<file path="src/rtl/adc_rx_pkg.sv">
// Shared types and constants for the ADC serial receive path.
package adc_rx_pkg;

    localparam int SAMPLE_W = 16;
    localparam int WORD_W   = 32;

    typedef enum logic [1:0] {
        IDLE    = 2'd0,
        CAPTURE = 2'd1,
        DONE    = 2'd2
    } state_t;

endpackage

</file>
<file path="src/rtl/adc_rx_fifo.sv">
// First-word-fall-through word FIFO; dout reads 0 whenever the FIFO is empty.
import adc_rx_pkg::*;

module adc_rx_fifo #(
    parameter int W     = WORD_W,
    parameter int DEPTH = 16
) (
    input  logic                       clk,
    input  logic                       rst,
    input  logic                       flush,
    input  logic                       push,
    input  logic                       pop,
    input  logic [W-1:0]               din,
    output logic [W-1:0]               dout,
    output logic [$clog2(DEPTH):0]     count,
    output logic                       full,
    output logic                       empty
);

    localparam int AW = $clog2(DEPTH);

    logic [W-1:0]  mem [DEPTH];
    logic [AW:0]   wr_ptr;
    logic [AW:0]   rd_ptr;
    logic          pop_ok;
    logic          push_ok;

    assign count   = wr_ptr - rd_ptr;
    assign full    = (count == (AW+1)'(DEPTH));
    assign empty   = (count == '0);
    // A pop in the same cycle frees a slot, so a full FIFO still accepts.
    assign pop_ok  = pop & ~empty;
    assign push_ok = push & (~full | pop_ok);
    assign dout    = empty ? '0 : mem[rd_ptr[AW-1:0]];

    always_ff @(posedge clk or posedge rst) begin
        if (rst) begin
            wr_ptr <= '0;
            rd_ptr <= '0;
        end else if (flush) begin
            wr_ptr <= '0;
            rd_ptr <= '0;
        end else begin
            if (push_ok) wr_ptr <= wr_ptr + 1'b1;
            if (pop_ok)  rd_ptr <= rd_ptr + 1'b1;
        end
    end

    always_ff @(posedge clk) begin
        if (push_ok && !flush) mem[wr_ptr[AW-1:0]] <= din;
    end

endmodule

</file>
<file path="src/rtl/adc_stream_rx.sv">
// ADC serial stream receiver: synchronizes the bit clock/data, assembles
// MSB-first samples, packs two per word and queues words for the host pipe.
import adc_rx_pkg::*;

module adc_stream_rx #(
    parameter int SAMPLE_W   = 16,
    parameter int FIFO_DEPTH = 16
) (
    input  logic                           clk,
    input  logic                           rst,
    input  logic                           start,
    input  logic                           abort,
    input  logic [31:0]                    nsam,
    input  logic                           clk_s_d_out,
    input  logic                           adc_out,
    input  logic                           rd,
    output logic [31:0]                    dout,
    output logic [$clog2(FIFO_DEPTH):0]    fifo_count,
    output logic                           busy,
    output logic                           done,
    output logic                           overflow,
    output logic                           underflow
);

    localparam int BW = $clog2(SAMPLE_W);

    logic                  sclk_p0, sclk_p1, sclk_p2;
    logic                  sdat_p0, sdat_p1;
    logic                  rise;

    state_t                state;
    logic [BW-1:0]         bitcnt;
    logic [31:0]           samp_cnt;
    logic [31:0]           samp_nxt;
    logic [31:0]           nsam_q;
    logic                  half;
    logic                  fin_p1;
    logic                  push_p1;

    logic [SAMPLE_W-1:0]   shift_p0;
    logic [SAMPLE_W-1:0]   hi_p0;
    logic [SAMPLE_W-1:0]   sample;
    logic [WORD_W-1:0]     word_p1;

    logic                  cap_en;
    logic                  samp_done;
    logic                  last_samp;
    logic                  fifo_full;
    logic                  fifo_empty;
    logic                  fifo_push;
    logic                  ovf_evt;
    logic                  unf_evt;

    // Stage p0/p1: two-flop synchronizers; p2 holds the previous synced clock.
    always_ff @(posedge clk or posedge rst) begin
        if (rst) begin
            sclk_p0 <= 1'b0;
            sclk_p1 <= 1'b0;
            sclk_p2 <= 1'b0;
            sdat_p0 <= 1'b0;
            sdat_p1 <= 1'b0;
        end else begin
            sclk_p0 <= clk_s_d_out;
            sclk_p1 <= sclk_p0;
            sclk_p2 <= sclk_p1;
            sdat_p0 <= adc_out;
            sdat_p1 <= sdat_p0;
        end
    end

    // sdat_p1 was sampled on the same clk edge as sclk_p1, so it is the bit
    // that belongs to this rise.
    assign rise      = sclk_p1 & ~sclk_p2;
    assign cap_en    = (state == CAPTURE) && rise && !fin_p1;
    assign samp_done = cap_en && (bitcnt == BW'(SAMPLE_W-1));
    assign sample    = {shift_p0[SAMPLE_W-2:0], sdat_p1};
    assign samp_nxt  = samp_cnt + 32'd1;
    assign last_samp = (samp_nxt == nsam_q);

    // Stage p1: assembled word, pushed one cycle after its last bit.
    always_ff @(posedge clk) begin
        if (cap_en)
            shift_p0 <= sample;
        if (samp_done && !half)
            hi_p0 <= sample;
        if (samp_done)
            word_p1 <= half ? {hi_p0, sample} : {sample, {SAMPLE_W{1'b0}}};
    end

    assign fifo_push = push_p1 && !abort;
    assign ovf_evt   = fifo_push && fifo_full && !(rd && !fifo_empty);
    assign unf_evt   = rd && fifo_empty;

    always_ff @(posedge clk or posedge rst) begin
        if (rst) begin
            state     <= IDLE;
            bitcnt    <= '0;
            samp_cnt  <= '0;
            nsam_q    <= '0;
            half      <= 1'b0;
            fin_p1    <= 1'b0;
            push_p1   <= 1'b0;
            busy      <= 1'b0;
            done      <= 1'b0;
            overflow  <= 1'b0;
            underflow <= 1'b0;
        end else begin
            push_p1 <= 1'b0;
            if (abort) begin
                state    <= IDLE;
                bitcnt   <= '0;
                samp_cnt <= '0;
                half     <= 1'b0;
                fin_p1   <= 1'b0;
                busy     <= 1'b0;
                done     <= 1'b0;
            end else begin
                case (state)
                    IDLE: begin
                        if (start) begin
                            nsam_q    <= nsam;
                            bitcnt    <= '0;
                            samp_cnt  <= '0;
                            half      <= 1'b0;
                            fin_p1    <= 1'b0;
                            overflow  <= 1'b0;
                            underflow <= 1'b0;
                            if (nsam == 32'd0) begin
                                state <= DONE;
                                done  <= 1'b1;
                            end else begin
                                state <= CAPTURE;
                                busy  <= 1'b1;
                            end
                        end
                    end
                    CAPTURE: begin
                        if (fin_p1) begin
                            state  <= DONE;
                            fin_p1 <= 1'b0;
                            busy   <= 1'b0;
                            done   <= 1'b1;
                        end else if (cap_en) begin
                            if (samp_done) begin
                                bitcnt   <= '0;
                                samp_cnt <= samp_nxt;
                                half     <= ~half;
                                if (half || last_samp) push_p1 <= 1'b1;
                                if (last_samp)         fin_p1  <= 1'b1;
                            end else begin
                                bitcnt <= bitcnt + 1'b1;
                            end
                        end
                    end
                    DONE: begin
                        state <= IDLE;
                        done  <= 1'b0;
                    end
                    default: begin
                        state <= IDLE;
                        busy  <= 1'b0;
                        done  <= 1'b0;
                    end
                endcase
            end
            // Events in the start cycle still register after the clear.
            if (ovf_evt) overflow  <= 1'b1;
            if (unf_evt) underflow <= 1'b1;
        end
    end

    adc_rx_fifo #(
        .W     (WORD_W),
        .DEPTH (FIFO_DEPTH)
    ) u_fifo (
        .clk   (clk),
        .rst   (rst),
        .flush (abort),
        .push  (fifo_push),
        .pop   (rd),
        .din   (word_p1),
        .dout  (dout),
        .count (fifo_count),
        .full  (fifo_full),
        .empty (fifo_empty)
    );

endmodule

</file>
<file path="config.mk">
export PLATFORM = sky130hd
export DESIGN_NAME = adc_stream_rx
export DESIGN_NICKNAME = d
export VERILOG_FILES = /design/src/rtl/adc_rx_pkg.sv /design/src/rtl/adc_rx_fifo.sv /design/src/rtl/adc_stream_rx.sv
export SDC_FILE = /design/constraint.sdc
export NUM_CORES = 1
export LEC_CHECK = 0
export BUFFER_PORTS_ARGS = -buffer_cell sky130_fd_sc_hd__clkbuf_2
export CAP_MARGIN = 30
export CELL_PAD_IN_SITES_DETAIL_PLACEMENT = 1
export CELL_PAD_IN_SITES_GLOBAL_PLACEMENT = 1
export CORE_UTILIZATION = 60
export CTS_BUF_LIST = sky130_fd_sc_hd__clkbuf_2
export DETAILED_ROUTE_END_ITERATION = 6
export PLACE_DENSITY = 0.84
export SLEW_MARGIN = 40
export SYNTH_ARGS = -nofsm -noshare
export SYNTH_HDL_FRONTEND = slang
export SYNTH_SLANG_ARGS = --single-unit
</file>
<file path="constraint.sdc">
create_clock -name clk -period 15 [get_ports clk]
set_input_delay 4.5 -clock clk [delete_from_list [all_inputs] [get_ports clk]]
set_output_delay 4.5 -clock clk [all_outputs]
set_load 0.03 [all_outputs]
</file>
# Yosys cells after proc, flatten, opt, wreduce, memory -nomap -nowiden
# Memory sizes are Yosys's and may differ from the RTL's.
# Index checks and enable logic that the tools add are counted.
[classes]
add_sub_neg = 5
n_eq_ne = 15
n_mux = 57
bitwise = 9
reduce_logical = 35
[ops]
columns = ["cell", "count"]
rows = [
  ["32-bit 2-to-1 mux", 7],
  ["32-bit one-hot mux with 2 select lines", 1],
  ["32-bit by 1-bit adder with 32-bit output, second input constant", 1],
  ["32-bit equality test", 1],
  ["32-bit zero test", 1],
  ["1-bit 2-to-1 mux", 30],
  ["3-bit != test, second input constant", 7],
  ["4-bit 2-to-1 mux", 5],
  ["5-bit 2-to-1 mux", 4],
  ["3-bit AND reduction", 4],
  ["2-bit nonzero test", 6],
  ["5-bit by 1-bit adder with 5-bit output, second input constant", 2],
  ["1-bit logical AND", 10],
  ["2-bit 2-to-1 mux", 4],
  ["4-bit one-hot mux with 2 select lines", 1],
  ["4-bit AND reduction", 2],
  ["1-bit one-hot mux with 2 select lines", 3],
  ["5-bit equality test, second input constant", 1],
  ["1-bit zero test", 5],
  ["5-bit zero test", 1],
  ["1-bit inverter", 5],
  ["5-bit AND reduction", 1],
  ["5-bit subtractor", 1],
  ["4-bit by 1-bit adder with 4-bit output, second input constant", 1],
  ["13 further kinds", 17],
]
[word_totals]
reg_bits = 155
ramBits = 512
input_bits = 39
output_inout_bits = 41
elab_cells = 144
mem_count = 1
[memory_table]
columns = ["name", "words", "word_bits", "read_ports", "rd_ports_with_merged_regs", "wr", "line", "text"]
rows = [
  ["u_fifo.mem", 16, 32, 1, 0, 1, "adc_rx_fifo.sv:22", "logic [W-1:0] mem [DEPTH];"],
]

# Longest topological paths before layout
[logic_depth]
depth_word = 10
mapped_depth = 13
mapped_depth_nobuf = 10

# Hierarchy
# A second synthesis with hierarchy kept.
[unflattened]
hier_cells = 1600
hier_area_um2 = 27601.5
[by_module_without_submodules]
columns = ["mod", "n_inst", "cells_per_inst", "area_each_um2", "seq_area_each_um2"]
rows = [
  ["adc_rx_fifo", 1, 969, 20430.8, 15625.0],
  ["adc_stream_rx", 1, 631, 7170.6, 3943.8],
]

# Least setup slack after synthesis
# OpenSTA, ideal clock, no wires.
[synth_timing]
kind = "input port to flip-flop"
start = "input port abort"
end = "memory u_fifo.mem[3][0] (netlist bit), enable pin"
setup_ns = 0.461
arrival_ns = 7.488
setup_slack_ns = 7.051
stages = 5
path_buffers = 1
path_cell_list = "clkbuf_1 > nand2b_1 > a21oi_1 > nand2_1 > nor3_1"
[synth_between]
elab_chain_cells = 6
[synth_lines]
columns = ["item", "line", "text"]
rows = [
  ["from (decl)", "adc_stream_rx.sv:12", "input logic abort,"],
  ["1-bit zero test (*)", "adc_rx_fifo.sv:50, adc_stream_rx.sv:90", ""],
  ["1-bit logical AND", "adc_stream_rx.sv:90", "assign fifo_push = push_p1 && !abort;"],
  ["1-bit bitwise AND", "adc_rx_fifo.sv:33", "assign push_ok = push & (~full | pop_ok);"],
  ["1-bit logical AND (*)", "adc_rx_fifo.sv:50", "if (push_ok && !flush) mem[wr_ptr[AW-1:0]] <= din;"],
  ["1-bit 2-to-1 mux (*)", "adc_rx_fifo.sv:50", ""],
  ["1-bit 2-to-1 mux (not written as such) (*)", "adc_rx_fifo.sv:50", ""],
  ["to (decl)", "adc_rx_fifo.sv:22", ""],
]
# Mark *: on every way between the ends. The rest lies on a longest branch, timed or not.

# Worst setup path after layout
[layout_timing]
start = "register u_fifo.rd_ptr[0]"
end = "output port dout[23]"
[layout_between]
elab_chain_cells = 3
elab_cells_between_ends = 4
cone_classes = "1 x add/sub; 1 x mux; 1 x reduce/logical; 1 x memory"
[layout_lines]
columns = ["item", "line", "text"]
rows = [
  ["from (decl)", "adc_rx_fifo.sv:24", "logic [AW:0] rd_ptr;"],
  ["from (signal assigned)", "adc_rx_fifo.sv:45", "if (pop_ok) rd_ptr <= rd_ptr + 1'b1;"],
  ["5-bit subtractor", "adc_rx_fifo.sv:28", "assign count = wr_ptr - rd_ptr;"],
  ["5-bit zero test", "adc_rx_fifo.sv:30", "assign empty = (count == '0);"],
  ["32-bit 2-to-1 mux (*)", "adc_rx_fifo.sv:34", "assign dout = empty ? '0 : mem[rd_ptr[AW-1:0]];"],
  ["to (decl)", "adc_stream_rx.sv:17", "output logic [31:0] dout,"],
]
# Marked as above.

==> metrics.md <==
| Metric | Value |
|---|---|
| Fin util | `67.1%` |
| Final period utilization | `60.9%` |
| Post-Route WL | `69800 um` |
| Cts repair resizes | `0` |
| Hold Startpoint | `sdat_p0` |
| Clk Tree Root Cell | `clkbuf_2` |
| Synthesized area | `0.0271 mm^2` |
| Worst skew pair latency | `1370 ps` |
| Yosys cell types | `68` |
| Rel. slew slack | `39.0%` |
| VDD IR-drop max | `91.1 uV` |
| Synth top area cells | `edfxtp_1 (64%), mux4_2 (13%), dfrtp_1 (8.5%)` |
| Sink Count | `667` |
| Pre-antenna DRT Iters | `6` |
| Area leader, netlist | `edfxtp_1` |
| Clk_skew | `83.8 ps` |
| Post-synth EDFFs | `575` |
| Post-Syn Instances | `1496` |
| Largest net degree at the start of global routing | `69` |
| Placed Instance Area | `0.0283 mm^2` |
| Final GP Congestion | `0.839` |
| Sequential area share after synthesis | `72.1%` |
| Vias in the first global route | `16600` |
| First-pass GRT wire length | `105000 um` |
| PwrDens | `134 mW/mm^2` |
| Post-CTS Setup Inserts | `0` |
| CTS Buf Count | `162` |
| Layout cells sized above 1 | `32.4%` |
| WL per Instance | `29.0 um` |
| Core footprint | `0.0444 mm^2` |
| Yosys top cell area share | `63.6%` |
| DRT iter0 DRCs | `1365` |
| Die X | `215 um` |
| R2R depth | `10` |
| Total GRT Usage | `31.7%` |
| Post-route non-filler standard cell count | `2405` |
| # hold bufs at CTS | `0` |
| FF+latch count, synth | `667` |
| Nets | `1747` |
| HPWL after DPL | `38300 um` |
| Unrepaired setup endpoints after global routing | `no` |
| Ys async rst share | `13.8%` |
| Worst r2r dst | `u_fifo.mem[13][1]` |
| Final Hold Fails | `0` |
| Worst Path Class, Setup | `reg -> out` |
| Top_reg_cell synth | `edfxtp_1` |
| Final Setup Violations | `0` |
| Row cnt | `77` |
| Max-slew violations | `0` |
| Dpl cells | `2124` |
| Die height | `215 um` |
| H-tree Lvls | `4` |
| HP Class | `reg -> reg` |
| Tightest Pin Transition | `915 ps` |
| CTS clk-pin slew, worst paths | `100 ps` |
| WHS Path Cells | `0` |
| PortBufs | `79` |
| R2R Path Start | `u_fifo.rd_ptr[2]` |
| CP startpoint kind | `flip-flop` |
| Area Overhead vs Synth | `9.91%` |
| Worst hold slack | `370 ps` |
| Avg Cell Area, Syn | `18.1 um^2` |
| Worst EP required | `10500 ps` |
| Clk buf depth | `3` |
| Crit path arrival time | `4630 ps` |
| I/O pin total | `80` |
| Post-synth net total | `1547` |
| Initial Utilization | `61.1%` |
| Initial antenna violation count | `1` |
| Worst slack at placement | `7170 ps` |
| CTS tree | `yes` |
| Outcome | `finished clean` |
| Final instance area | `0.0298 mm^2` |
| Die area | `0.0461 mm^2` |
| Max-cap violations | `0` |
| Lkg Pwr | `10.8 nW` |
| Total number of yosys warnings | `0` |
| Tmin final | `9130 ps` |
| Post-route setup TNS | `0 ps` |
| Drt drc | `0` |
| Commonest non-fill, non-tap cells in the layout | `edfxtp_1 (575), clkbuf_2 (318), mux4_2 (160)` |
| Vias | `15200` |
| Most common cell after layout, fill and taps aside | `edfxtp_1` |
| Global route overflow | `0` |
| Worst setup margin | `5870 ps` |
| Fmax | `110 MHz` |
| Crit end category | `output pin` |
| Max Fanout on Critical Path | `49` |
| Routed Antenna Nets | `0` |
| Total Power | `3.99 mW` |
| Vias/cell | `6.32` |
| Hold Path Sink | `sdat_p1` |
| Setup slack, reg-to-reg | `10490 ps` |
-- registers in the layout, indices dropped and copies added, names as in the netlist, 4 cells and up --
signal         count
bitcnt             4
hi_p0             16
nsam_q            32
samp_cnt          32
shift_p0          15
u_fifo.mem       512
u_fifo.rd_ptr      5
u_fifo.wr_ptr      5
word_p1           32
-- routing by layer --
metal	share of wire (%)	routed length [um]	vias to the layer above	track usage, %
met5	0	0	-	0
met4	3.0	2100	0	12.8
met3	6.9	4790	150	7.70
met2	52	36600	718	54.1
met1	38	26300	7927	39.2
li1	-	-	6394	-
-- kinds of logic after synthesis --
| kind of cell | share of synthesized area, % |
|---|---|
| flip-flops | 72.1 |
| AND/OR/NAND/NOR | 7.27 |
| multiplexers | 14.3 |
| AO/OA/AOI/OAI | 2.68 |
| buffers and inverters | 1.35 |
| XOR/XNOR | 1.74 |
| adder cells (fa/ha/maj) | 0.581 |
-- how the worst max path moves through the flow --
| stage | from | endpoint | slack (ps) | cells after the start |
|---|---|---|---|---|
| 2_1_floorplan | abort | u_fifo.mem[3][0] | 7050 | 5 |
| 5_1_grt | u_fifo.rd_ptr[0] | dout[23] | 5540 | 6 |
| 4_1_cts | u_fifo.rd_ptr[0] | dout[23] | 5680 | 6 |
| 3_5_place_dp | u_fifo.rd_ptr[0] | dout[23] | 7170 | 6 |
| 6_report | u_fifo.rd_ptr[0] | dout[23] | 5870 | 6 |
| 3_3_place_gp | u_fifo.rd_ptr[0] | dout[21] | 6880 | 5 |
-- worst max-delay path, stage by stage (launching register included) --
cell	delay, ps
dfrtp_4	810
buf_12	310
buf_6	590
mux4_2	630
mux4_2	500
nor2b_1	160
clkbuf_2	220
-- power breakdown --
part           internal (mW)  switching, mW
Combinational          0.278          0.385
Sequential              2.01         0.0479
Clock                  0.526          0.745
-- layout make-up --
class	instances	area, um^2
diodes	3	7.51
clock buffers	239	1200
clock inverters	39	330
fillers	3964	14600
inverters	12	47.5
multi-input cells	741	7240
flip-flops and latches	667	19600
well taps	592	741
repair buffers	112	679
-- synth_stat cells, types with 10 or more instances --
| master | count |
|---|---|
| a21oi_1 | 14 |
| and2_1 | 25 |
| and3_1 | 23 |
| buf_1 | 13 |
| buf_2 | 17 |
| clkbuf_1 | 42 |
| dfrtp_1 | 92 |
| edfxtp_1 | 575 |
| ha_1 | 11 |
| inv_1 | 11 |
| mux2_2 | 17 |
| mux4_2 | 160 |
| nand2_1 | 142 |
| nand3_1 | 17 |
| nand4_1 | 15 |
| nor2_1 | 44 |
| nor2b_1 | 41 |
| nor3_1 | 12 |
| nor4_1 | 10 |
| o21ai_0 | 57 |
| o31ai_1 | 15 |
| xnor2_1 | 36 |
| xor2_1 | 18 |
Power figures use the tool's default switching activity.
